## src/rtl/display_scan_mux.sv

```systemverilog
// display_scan_mux
//   Time-multiplexing scan controller for a 4-digit seven-segment decoder.
//   A prescaler divides clk down to one digit slot every REFRESH_DIV cycles.
//   A 2-bit digit index steps once per slot. The active 4-nibble word is mapped
//   to a decoder code for the current digit. A new word is taken over
//   valid/ready into a one-entry pending buffer. It becomes active only at a
//   frame boundary (digit 3 -> 0), so a partially updated word is never shown.
// Ports
//   clk         rising-edge system clock
//   rst_n       asynchronous active-low reset
//   load_valid  new display word offered
//   load_ready  pending buffer free; accept on load_valid & load_ready
//   digits_in   [15:12] digit 0 (leftmost) .. [3:0] digit 3 (rightmost)
//   blank_in    bit i blanks digit i; captured with digits_in
//   en          registered digit index (0 = leftmost)
//   bcd         registered decoder code: 0-9 digit, 10 dash, 12 blank
//   frame_tick  one-cycle pulse following each digit 3 -> 0 step
module display_scan_mux #(
  parameter int unsigned REFRESH_DIV = 100000,
  parameter int unsigned CNT_W       = 24
) (
  input  logic        clk,
  input  logic        rst_n,
  input  logic        load_valid,
  output logic        load_ready,
  input  logic [15:0] digits_in,
  input  logic [3:0]  blank_in,
  output logic [1:0]  en,
  output logic [3:0]  bcd,
  output logic        frame_tick
);

  localparam logic [15:0] ResetWord  = 16'hCCCC;
  localparam logic [3:0]  ResetBlank = 4'hF;
  localparam logic [3:0]  CodeBlank  = 4'd12;

  logic [CNT_W-1:0] r_cnt;
  logic [1:0]       r_idx;
  logic [15:0]      r_act_digits;
  logic [3:0]       r_act_blank;
  logic [15:0]      r_pend_digits;
  logic [3:0]       r_pend_blank;
  logic             r_pend_full;
  logic             r_ready;
  logic [3:0]       r_bcd;
  logic             r_frame_tick;

  logic        w_slot_end;
  logic        w_frame_end;
  logic        w_commit;
  logic        w_accept;
  logic [1:0]  w_idx_next;
  logic [15:0] w_digits_next;
  logic [3:0]  w_blank_next;
  logic [3:0]  w_nib_next;
  logic [3:0]  w_bcd_next;

  // Blank bit and illegal nibbles (11-15) both show as blank.
  function automatic logic [3:0] f_map(input logic [3:0] nib, input logic blank);
    logic [3:0] code;
    code = nib;
    if (blank || (nib > 4'd10)) code = CodeBlank;
    return code;
  endfunction

  assign w_slot_end  = (r_cnt == CNT_W'(REFRESH_DIV - 1));
  assign w_frame_end = w_slot_end && (r_idx == 2'd3);
  assign w_commit    = w_frame_end && r_pend_full;
  assign w_accept    = load_valid && r_ready;
  assign w_idx_next  = r_idx + 2'd1;

  // The code for the next slot comes from the word that is active after this
  // edge, so a commit shows the new word's digit 0 immediately.
  assign w_digits_next = w_commit ? r_pend_digits : r_act_digits;
  assign w_blank_next  = w_commit ? r_pend_blank  : r_act_blank;

  always_comb begin
    w_nib_next = w_digits_next[15:12];
    unique case (w_idx_next)
      2'd0: w_nib_next = w_digits_next[15:12];
      2'd1: w_nib_next = w_digits_next[11:8];
      2'd2: w_nib_next = w_digits_next[7:4];
      2'd3: w_nib_next = w_digits_next[3:0];
      default: w_nib_next = w_digits_next[15:12];
    endcase
  end

  assign w_bcd_next = f_map(w_nib_next, w_blank_next[w_idx_next]);

  always_ff @(posedge clk or negedge rst_n) begin
    if (!rst_n) begin
      r_cnt         <= '0;
      r_idx         <= 2'd0;
      r_act_digits  <= ResetWord;
      r_act_blank   <= ResetBlank;
      r_pend_digits <= '0;
      r_pend_blank  <= '0;
      r_pend_full   <= 1'b0;
      r_ready       <= 1'b1;
      r_bcd         <= CodeBlank;
      r_frame_tick  <= 1'b0;
    end else begin
      r_cnt        <= w_slot_end ? '0 : r_cnt + CNT_W'(1);
      r_frame_tick <= w_frame_end;
      if (w_slot_end) begin
        r_idx <= w_idx_next;
        r_bcd <= w_bcd_next;
      end
      if (w_commit) begin
        r_act_digits <= r_pend_digits;
        r_act_blank  <= r_pend_blank;
      end
      if (w_commit) begin
        r_pend_full <= 1'b0;
      end else if (w_accept) begin
        r_pend_full <= 1'b1;
      end
      if (w_accept) begin
        r_pend_digits <= digits_in;
        r_pend_blank  <= blank_in;
      end
      // Ready returns one cycle after the commit empties the pending buffer.
      r_ready <= w_accept ? 1'b0 : ~r_pend_full;
    end
  end

  assign load_ready = r_ready;
  assign en         = r_idx;
  assign bcd        = r_bcd;
  assign frame_tick = r_frame_tick;

endmodule
```

## config.mk

```make
export PLATFORM = sky130hd
export DESIGN_NAME = display_scan_mux
export DESIGN_NICKNAME = d
export VERILOG_FILES = /design/src/rtl/display_scan_mux.sv
export SDC_FILE = /design/constraint.sdc
export NUM_CORES = 1
export LEC_CHECK = 0
export CORE_MARGIN = 4
export CORE_UTILIZATION = 38
export CTS_BUF_LIST = sky130_fd_sc_hd__clkbuf_2
export DETAILED_ROUTE_END_ITERATION = 8
export SYNTH_ARGS = -nofsm -noshare
export SYNTH_HDL_FRONTEND = slang
export SYNTH_SLANG_ARGS = --single-unit
```

## constraint.sdc

```tcl
create_clock -name clk -period 3.25 [get_ports clk]
set_input_delay 0.4875 -clock clk [delete_from_list [all_inputs] [get_ports clk]]
set_output_delay 0.4875 -clock clk [all_outputs]
set_load 0.05 [all_outputs]
```

==> results.md, run 1 <==
* # IOs at 31
* Largest net degree at the start of global routing at 39
* Vias at 1947
* Design area at 0.00377 mm^2
* Clock Pin Slew Worst Setup and Hold Paths at 220 ps
* Peak Freq at 353 MHz
* Slew @ Worst Pin at 824 ps
* Pleak at 1.66 nW
* Clock sink total at 73
* Outcome: completed
* EDFF count, synth at 0
* Final min period at 2830 ps
* Mapped Cells at 245
* CTS buffer count at 9
* Die H at 99.8 um
* Clk_lat worst skew at 500 ps
* Path type of the worst setup path: reg2reg
* CP Launch Type: register
* RSZ-0062 raised after global routing: no
* Synth unique cells at 39
* Post-DR wirelength/cell at 14.5 um
* Crit path DAT at 3270 ps
* Final Hold Fails at 0
* Max Cap Viol at 0
* Total iterations of the first detailed-routing run at 4
* Area grow syn2layout at 17.9%
* First-pass GRT wire length at 10300 um
* Slowest CP cell: dfrtp_1
* Layout Nets at 313
* Register area share after synthesis at 57.7%
* GRT Total Usage at 13.1%
* DPL Wire Length at 4060 um
* Post-CTS setup buffer count at 0
* Synth Flop Type: dfrtp_1
* DR vias/cell at 4.95
* Max FO, Critical Path at 26
* DRT Wirelength at 5720 um
* Clock root cell: clkbuf_2
* Final GP Congestion at 0.804
* Share of cells above drive strength 1 at 28.8%
* Vias in the first global route at 2113
* Design Power at 1.77 mW
* Rows at 33
* Setup TNS at 0 ps
* Initial Util at 39.0%
* VDD IR max at 0.202 mV
* Area after DPL at 0.00364 mm^2
* Final period util at 87.2%
* Fill cells at 771
* Yosys reg bits at 73
* Slowest stage delay, CP at 490 ps
* Normalized max-slew margin at 45.1%
* Crit-path cells: nor4_2 > nand4_2 > nor4_4 > buf_4 > mux2_2 > a221oi_1 > o211a_1 > a21oi_1 > o2bb2ai_1
* Worst path bufs/invs at 1
* Avg Synthesized Cell Area at 13.1 um^2
* Clock skew after layout at 34.7 ps
* Synth Warn # at 0
* Total grt overflow at 0
* Pwr per Cell Area at 468 mW/mm^2
* Antenna Nets Post-Route at 0
* Worst slack, placed at 428 ps
* CTS Buffer Depth at 2
* DRC errors left at 0
* H-tree depth at 3
* Port Buffers at 30
* Core ar. at 0.00822 mm^2
* Critical Path RT at 3680 ps
* Slew Viols, Final at 0
* CTS tree: yes
* Hold_buf cts at 0
* Fraction of registers with async set/reset at 100%
* Ant diodes at 0
* Synth Cell Area at 0.00320 mm^2
* Net count after synthesis at 274
* Final setup margin at 416 ps
* Worst Hold Class: in2async
* Setup-failing EPs final at 0
* Die area at 0.00996 mm^2
* CP top delay family: simple AND/OR/NAND/NOR gates
* Crit end category: register
* Die X at 99.8 um
* Initial drt markers at 69
* Post-CTS Resized at 0
* Initial antenna violation count at 0
[path summary, 6_finish.rpt]
path	start	endpoint	slack, ps	cells after the start
max	r_cnt[19]$_DFF_PN0_	bcd[0]$_DFFE_PN0N_	420	9
min	rst_n	r_pend_digits[9]$_DFFE_PN0P_	40	1
max reg2reg	r_cnt[19]$_DFF_PN0_	bcd[0]$_DFFE_PN0N_	420	9
min reg2reg	r_pend_full$_DFFE_PN0P_	load_ready$_DFF_PN1_	430	1
max in group asynchronous	rst_n	r_act_blank[2]$_DFF_PN1_	2420	2
min in group clk	r_pend_full$_DFFE_PN0P_	load_ready$_DFF_PN1_	430	1
[per-layer routing]
metal | track usage (%) | vias up | wire length (um)
li1 | - | 947 | -
met1 | 17.3 | 962 | 2620
met2 | 20.7 | 30 | 2760
met3 | 4.03 | 8 | 254
met4 | 3.99 | 0 | 89
met5 | 0 | - | 0
[layout by cell type, fill, tap and decap left out, types with 2 or more instances in the layout]
| master | synthesis | final |
|---|---|---|
| a211oi_1 | 2 | 2 |
| a21oi_1 | 5 | 5 |
| a22oi_1 | 5 | 5 |
| a2bb2o_2 | 2 | 2 |
| and3_1 | 8 | 8 |
| buf_4 | 0 | 2 |
| bufinv_16 | 0 | 2 |
| clkbuf_2 | 0 | 9 |
| clkdlybuf4s50_1 | 0 | 29 |
| clkinvlp_4 | 0 | 2 |
| dfrtp_1 | 58 | 58 |
| dfstp_2 | 15 | 15 |
| ha_1 | 6 | 6 |
| inv_1 | 5 | 5 |
| mux2_2 | 40 | 40 |
| mux4_2 | 2 | 2 |
| nand2_1 | 14 | 14 |
| nand3_1 | 8 | 8 |
| nand4_1 | 4 | 4 |
| nor2_1 | 21 | 21 |
| o21ai_0 | 2 | 2 |
| o2bb2ai_1 | 2 | 2 |
| xnor2_1 | 11 | 11 |
| xor2_1 | 12 | 12 |
[report_power, final]
group,total [mW],switching [mW],internal [mW]
sequential,1.04,0.0498,0.988
combinational,0.144,0.0499,0.0938
clock,0.584,0.330,0.254
[final cells by class]
class | instances | area, um^2 | area share, %
sequential | 73 | 1850 | 48.9
inverter | 5 | 18.8 | 0.497
clock buffer | 9 | 45.0 | 1.19
multi-input combinational | 162 | 1310 | 34.7
timing repair buffer | 33 | 330 | 8.75
tap | 105 | 131 | 3.48
clock inverter | 6 | 92.6 | 2.45
[cell usage after synthesis (all sizes together), types with 2 or more instances]
library cell  number  area, um^2
dfrtp             58        1450
o21ai              2        10.0
a21oi              6        33.8
mux4               2        45.0
a2bb2o             2        22.5
nor2              21        78.8
clkbuf             4        15.0
nand4              5        37.5
xor2              12         105
ha                 6        75.1
xnor2             11        96.3
mux2              40         450
nand2             14        52.6
dfstp             15         394
a211oi             2        15.0
nor4               3        40.0
inv                5        18.8
o2bb2ai            2        17.5
and3               8        50.1
nand3              8        40.0
a22oi              5        37.5
[stage by stage]
step / instances / hold WS (ps) / util (%)
2_1_floorplan: 245 / 192 / -
3_3_place_gp: 378 / 442 / 44.3
3_5_place_dp: 378 / 425 / 44.3
4_1_cts: 393 / 22.1 / 45.9
5_1_grt: 393 / 32.3 / 45.9
6_report: 393 / 40.9 / 45.9
[cells by family (layout without fill, tap and decap cells)]
logic type               count (synthesis)  after routing  share of synthesized area (%)
XOR/XNOR                                23             23                           6.29
AND/OR/NAND/NOR                         67             67                           11.1
multiplexers                            43             43                           15.8
buffers and inverters                   10             53                           1.41
flip-flops                              73             73                           57.7
AO/OA/AOI/OAI                           23             23                           5.36
adder cells (fa/ha/maj)                  6              6                           2.35
[registers in the layout, indices dropped and copies added, names as in the netlist]
name,count
bcd,4
r_act_digits,16
r_act_blank,4
frame_tick,1
r_pend_full,1
r_pend_digits,16
r_pend_blank,4
r_cnt,24
en,2
load_ready,1
(Power assumes the default switching activity.)
==> run 2: changes to the inputs <==
--- a/config.mk
+++ b/config.mk
@@ -9,6 +9,8 @@
 export CORE_UTILIZATION = 38
 export CTS_BUF_LIST = sky130_fd_sc_hd__clkbuf_2
 export DETAILED_ROUTE_END_ITERATION = 8
+export GPL_TIMING_DRIVEN = 0
+export SETUP_SLACK_MARGIN = 0.5
 export SYNTH_ARGS = -nofsm -noshare
 export SYNTH_HDL_FRONTEND = slang
 export SYNTH_SLANG_ARGS = --single-unit
==> run 2 against run 1 <==
  * Die area did not move
  * Sequential share of layout area down 1.9 points
  * First-iteration DRC count shrank 36%
  * Core utilization increased by 1.9 points
  * Critical path depth is 1 higher
  * Critical endpoint is now bcd[1]$_DFFE_PN0N_
  * Largest power group unchanged
==> results.md, run 2 (synthesized netlist as in run 1, its figures left out) <==
* Share of cells above drive strength 1 at 33.1% (was 28.8%)
* Largest reg by FF count: r_cnt (unchanged)
* CTS tree: yes (unchanged)
* Largest registers: r_cnt (24), r_act_digits (16), r_pend_digits (16) (unchanged)
* Post-DR wirelength/cell at 14.6 um (was 14.5 um)
* Crit-path cells: ha_2 > and4_4 > nand3_4 > nor4_4 > buf_6 > mux2_2 > a211oi_1 > o21a_1 > a21oi_2 > o2bb2ai_1 (was nor4_2 > nand4_2 > nor4_4 > buf_4 > mux2_2 > a221oi_1 > o211a_1 > a21oi_1 > o2bb2ai_1)
* Clk_lat worst skew at 520 ps (was 500 ps)
* Layout Nets at 326 (was 313)
* Area grow syn2layout at 22.7% (was 17.9%)
* Normalized max-slew margin at 58.4% (was 45.1%)
* R2R depth at 10 (was 9)
* Path type of the worst setup path: reg2reg (unchanged)
* Worst hold slack at 373 ps (was 40.9 ps)
* DRC errors left at 0 (unchanged)
* Final GP Congestion at 0.753 (was 0.804)
* Die area at 0.00996 mm^2 (unchanged)
* # IOs at 31 (unchanged)
* Slew @ Worst Pin at 623 ps (was 824 ps)
* Total iterations of the first detailed-routing run at 4 (unchanged)
* Initial antenna violation count at 0 (unchanged)
* GRT Total Usage at 12.9% (was 13.1%)
* Metal-1 WL at 2690 um (was 2620 um)
* Final Hold Fails at 0 (unchanged)
* Commonest cells after routing, fill and taps aside: dfrtp_1, mux2_2, clkdlybuf4s50_1 (unchanged)
* Clock sink total at 73 (unchanged)
* Worst Hold Class: in2async (unchanged)
* Initial drt markers at 44 (was 69)
* Clock Pin Slew Worst Setup and Hold Paths at 230 ps (was 220 ps)
* Critical Path RT at 3670 ps (was 3680 ps)
* Final period util at 83.0% (was 87.2%)
* Dpl cells at 381 (was 378)
* Slew Viols, Final at 0 (unchanged)
* Vias at 2002 (was 1947)
* Crit path DAT at 3120 ps (was 3270 ps)
* Top Metal Used: met4 (unchanged)
* VDD IR max at 0.151 mV (was 0.202 mV)
* Outcome: completed (unchanged)
* Clock skew after layout at 41.7 ps (was 34.7 ps)
* Peak Freq at 371 MHz (was 353 MHz)
* Die H at 99.8 um (unchanged)
* Final core occ at 47.8% (was 45.9%)
* Rows at 33 (unchanged)
* Die X at 99.8 um (unchanged)
* Fill cells at 760 (was 771)
* Pwr per Cell Area at 429 mW/mm^2 (was 468 mW/mm^2)
* Setup-failing EPs final at 0 (unchanged)
* RR Endpoint: bcd[1]$_DFFE_PN0N_ (was bcd[0]$_DFFE_PN0N_)
* First-pass GRT wire length at 9960 um (was 10300 um)
* Max FFs per register at 24 (unchanged)
* Pleak at 1.74 nW (was 1.66 nW)
* Vias in the first global route at 2026 (was 2113)
* Commonest non-fill, non-tap cell in the layout: dfrtp_1 (unchanged)
* Final min period at 2700 ps (was 2830 ps)
* Clock root cell: clkbuf_2 (unchanged)
* Port Buffers at 30 (unchanged)
* DR vias/cell at 4.92 (was 4.95)
* Detail Route met3 WL at 261 um (was 254 um)
* CP Launch Type: register (unchanged)
* RSZ-0062 raised after global routing: yes (was no)
* Slowest CP cell: dfrtp_1 (unchanged)
* CTS Buffer Depth at 2 (unchanged)
* DPL Wire Length at 4180 um (was 4060 um)
* Total grt overflow at 0 (unchanged)
* H-tree depth at 3 (unchanged)
* Met2 WL at 2900 um (was 2760 um)
* Fin cells at 407 (was 393)
* Ant diodes at 0 (unchanged)
* DRT Wirelength at 5940 um (was 5720 um)
* Initial Util at 39.0% (unchanged)
* Largest net degree at the start of global routing at 49 (was 39)
* Antenna Nets Post-Route at 0 (unchanged)
* Slowest stage delay, CP at 430 ps (was 490 ps)
* Crit end category: register (unchanged)
* Max Cap Viol at 0 (unchanged)
* FF-to-FF setup slack at 550 ps (was 420 ps)
* Max FO, Critical Path at 6 (was 26)
* Critical R2R Launch: r_cnt[0]$_DFF_PN0_ (was r_cnt[19]$_DFF_PN0_)
* CTS buffer count at 9 (unchanged)
* Core ar. at 0.00822 mm^2 (unchanged)
[run 2: worst max-delay path by stage]
| stage | from | end | slack, ps |
|---|---|---|---|
| after floorplan | en[0]$_DFFE_PN0N_ | bcd[0]$_DFFE_PN0N_ | 510 |
| after global placement | rst_n | r_cnt[2]$_DFF_PN0_ | -830 |
| after detailed placement | r_cnt[19]$_DFF_PN0_ | bcd[1]$_DFFE_PN0N_ | 160 |
| after CTS | r_cnt[19]$_DFF_PN0_ | bcd[2]$_DFFE_PN1N_ | 520 |
| after global routing | r_cnt[0]$_DFF_PN0_ | bcd[1]$_DFFE_PN0N_ | 420 |
| final | r_cnt[0]$_DFF_PN0_ | bcd[1]$_DFFE_PN0N_ | 550 |
[run 2: area by class of cell]
| type | count | area, um^2 | share of cell area [%] |
|---|---|---|---|
| Tap cell | 105 | 131 | 3.35 |
| Timing Repair Buffer | 41 | 407 | 10.4 |
| Clock inverter | 6 | 60.1 | 1.53 |
| Multi-Input combinational cell | 162 | 1390 | 35.3 |
| Buffer | 5 | 27.5 | 0.701 |
| Inverter | 5 | 18.8 | 0.478 |
| Clock buffer | 10 | 50.0 | 1.27 |
| Sequential cell | 73 | 1850 | 47.0 |
[run 2: routing by layer]
layer / vias up / global-route usage, %
li1: 971 / -
met1: 986 / 16.9
met2: 34 / 20.0
met3: 11 / 4.03
met4: 0 / 4.73
met5: - / 0
[run 2: what timing repair did]
item	CTS	global route
pin swaps	1	6
endpoints found under the hold margin	19	0
setup buffers	2	7
setup endpoints to repair	12	3
gates resized for setup	3	13
hold buffers	1	0
[run 2: per-stage QoR]
step / TNS (ps) / worst slack [ps] / instance area (um^2) / total power [mW]
2_1_floorplan: 0 / 511 / 3200 / 1.12
3_3_place_gp: -47690 / -826 / 3630 / 1.19
6_report: 0 / 554 / 3930 / 1.68
4_1_cts: 0 / 519 / 3810 / 1.71
3_5_place_dp: 0 / 164 / 3660 / 1.20
5_1_grt: 0 / 420 / 3930 / 1.78
[run 2: report_power, final]
group	switching, mW	internal, mW
clock network	0.327	0.176
registers	0.0435	0.988
logic	0.0534	0.0969
[run 2: critical path: cells and delay by family (launching register included)]
family                     cells  cell delay (ps)
adders and majority gates      1              210
and+or+nand+nor                3              740
muxes                          1              350
buffers and inverters          1              180
AOI/OAI and AO/OA              4              730
DFF                            1              430
==> run 3: changes to the inputs <==
==> constraint.sdc (replaced) <==
create_clock -name clk -period 2.6 [get_ports clk]
set_input_delay 0.39 -clock clk [delete_from_list [all_inputs] [get_ports clk]]
set_output_delay 0.39 -clock clk [all_outputs]
set_load 0.05 [all_outputs]
==> run 3 against run 2 <==
  * Register-to-register slack lost 490 ps
  * Maximum frequency increased by 6.2%
  * Worst setup slack got worse by 490 ps
  * Critical path depth did not move
  * Worst hold slack worse by 110 ps
  * Critical path type unchanged
  * Largest cell class unchanged
==> results.md, run 3 (synthesized netlist as in run 1, its figures left out) <==
* Final GP Congestion at 0.777 (was 0.753)
* Worst slack, placed at -420 ps (was 164 ps)
* Antenna Nets Post-Route at 0 (unchanged)
* Final setup margin at 62.1 ps (was 554 ps)
* Slew @ Worst Pin at 598 ps (was 623 ps)
* Crit end category: register (unchanged)
* Clock skew after layout at 36.3 ps (was 41.7 ps)
* Worst Hold Class: in2async (unchanged)
* H-tree depth at 3 (unchanged)
* Die H at 99.8 um (unchanged)
* VDD IR max at 0.340 mV (was 0.151 mV)
* Path type of the worst setup path: reg2reg (unchanged)
* CTS tree: yes (unchanged)
* DR vias/cell at 4.98 (was 4.92)
* Fill cells at 745 (was 760)
* Normalized max-slew margin at 60.1% (was 58.4%)
* Rows at 33 (unchanged)
* Die area at 0.00996 mm^2 (unchanged)
* Largest net degree at the start of global routing at 57 (was 49)
* Slew Viols, Final at 0 (unchanged)
* Final Hold Fails at 0 (unchanged)
* Vias in the first global route at 2149 (was 2026)
* Initial drt markers at 69 (was 44)
* Post-DR wirelength/cell at 14.7 um (was 14.6 um)
* Die X at 99.8 um (unchanged)
* Setup-failing EPs final at 0 (unchanged)
* Clock sink total at 73 (unchanged)
* GRT Total Usage at 13.4% (was 12.9%)
* Commonest non-fill, non-tap cell in the layout: dfrtp_1 (unchanged)
* Clock Pin Slew Worst Setup and Hold Paths at 220 ps (was 230 ps)
* Max FFs per register at 24 (unchanged)
* Outcome: completed (unchanged)
* RR Endpoint: bcd[2]$_DFFE_PN1N_ (was bcd[1]$_DFFE_PN0N_)
* # IOs at 31 (unchanged)
* Area grow syn2layout at 27.6% (was 22.7%)
* Core ar. at 0.00822 mm^2 (unchanged)
* Largest reg by FF count: r_cnt (unchanged)
* First-pass GRT wire length at 10500 um (was 9960 um)
* Share of cells above drive strength 1 at 40.0% (was 33.1%)
* Initial antenna violation count at 0 (unchanged)
* Register area at 0.00185 mm^2 (about the same)
* DRT Wirelength at 6110 um (was 5940 um)
* Clock root cell: clkbuf_2 (unchanged)
* CP Launch Type: register (unchanged)
* Vias at 2067 (was 2002)
* Commonest cells after routing, fill and taps aside: dfrtp_1, mux2_2, clkdlybuf4s50_1 (unchanged)
* Final period util at 97.6% (was 83.0%)
* Port Buffers at 30 (unchanged)
* Layout Nets at 334 (was 326)
* R2R depth at 10 (unchanged)
* Final min period at 2540 ps (was 2700 ps)
* DRC errors left at 0 (unchanged)
* CTS buffer count at 9 (unchanged)
* Ant diodes at 0 (unchanged)
* Pleak at 1.82 nW (was 1.74 nW)
* Total grt overflow at 0 (unchanged)
* CTS Buffer Depth at 2 (unchanged)
* Peak Freq at 394 MHz (was 371 MHz)
* Critical R2R Launch: r_cnt[21]$_DFF_PN0_ (was r_cnt[0]$_DFF_PN0_)
* Total iterations of the first detailed-routing run at 4 (unchanged)
* Crit path DAT at 2980 ps (was 3120 ps)
* Max Cap Viol at 0 (unchanged)
* Final core occ at 49.7% (was 47.8%)
* Max FO, Critical Path at 3 (was 6)
* DPL Wire Length at 4120 um (was 4180 um)
* Clk_lat worst skew at 500 ps (was 520 ps)
* Initial Util at 39.0% (unchanged)
* RSZ-0062 raised after global routing: yes (unchanged)
* Multi-input logic area at 0.00147 mm^2 (was 0.00139 mm^2)
* FF-to-FF setup slack at 60 ps (was 550 ps)
* Design Power at 2.10 mW (was 1.68 mW)
* Critical Path RT at 3040 ps (was 3670 ps)
* Largest registers: r_cnt (24), r_act_digits (16), r_pend_digits (16) (unchanged)
* Pwr per Cell Area at 513 mW/mm^2 (was 429 mW/mm^2)
[run 3: cell count changes in the layout (fill, tap and decap cells not counted), sizes merged]
cell           delta
buf               +8
clkdlybuf4s15     +2
clkdlybuf4s50     -8
clkinv            +1
clkinvlp          -1
dlygate4sd2       +5
dlymetal6s2s      +1
[run 3: final cells by class]
cell class                 count  area share [%]
inverter                       5           0.460
clock buffer                  10            1.23
timing repair buffer          49            11.3
tap                          105            3.22
sequential                    73            45.4
buffer                         5           0.858
multi-input combinational    162            36.0
clock inverter                 6            1.47
[run 3: timing repair]
item,CTS,global route
hold endpoints to repair,17,0
pin swaps,14,5
hold buffers,1,0
buffers inserted,16,1
gates resized for setup,24,16
endpoints found under the setup margin,36,29
[run 3: worst max-delay path by stage]
stage                              startpoint                 end  depth (start not counted)
after floorplan           r_cnt[18]$_DFF_PN0_  bcd[2]$_DFFE_PN1N_                          8
after detailed placement   r_cnt[8]$_DFF_PN0_  bcd[1]$_DFFE_PN0N_                          9
after global placement                  rst_n   en[0]$_DFFE_PN0N_                          1
final                     r_cnt[21]$_DFF_PN0_  bcd[2]$_DFFE_PN1N_                         10
after CTS                  r_cnt[8]$_DFF_PN0_  bcd[1]$_DFFE_PN0N_                         10
after global routing      r_cnt[21]$_DFF_PN0_  bcd[1]$_DFFE_PN0N_                         10
[run 3: per-stage QoR]
step	hold WS [ps]	instance area, um^2	std cells	setup TNS [ps]
floorplan	94.4	3260	245	0
global placement	411	3690	380	-92180
detailed placement	289	3720	381	-2700
CTS	235	4030	414	0
global route	215	4080	415	-151
finish	267	4080	415	0
[run 3: report_power, final]
part / switching, mW / leakage [nW] / internal [mW]
Sequential: 0.0564 / 0.893 / 1.23
Combinational: 0.0672 / 0.862 / 0.121
Clock: 0.395 / 0.0693 / 0.221
[run 3: routing by layer]
layer	share of wire [%]	vias up	GRT usage, %
met5	0	-	0
met4	1.3	0	3.78
met3	4.1	11	4.73
met2	50	32	21.9
met1	44	1030	16.9
li1	-	994	-
[run 3: worst max-delay path: stages (launching register included)]
cell      delay [ps]
dfrtp_2          460
nor4_4           310
nand4_2          170
nor4_4           300
buf_4            180
buf_4            110
mux2_4           160
a21oi_2           60
a2bb2o_4         240
or3b_1           390
a21oi_2          120
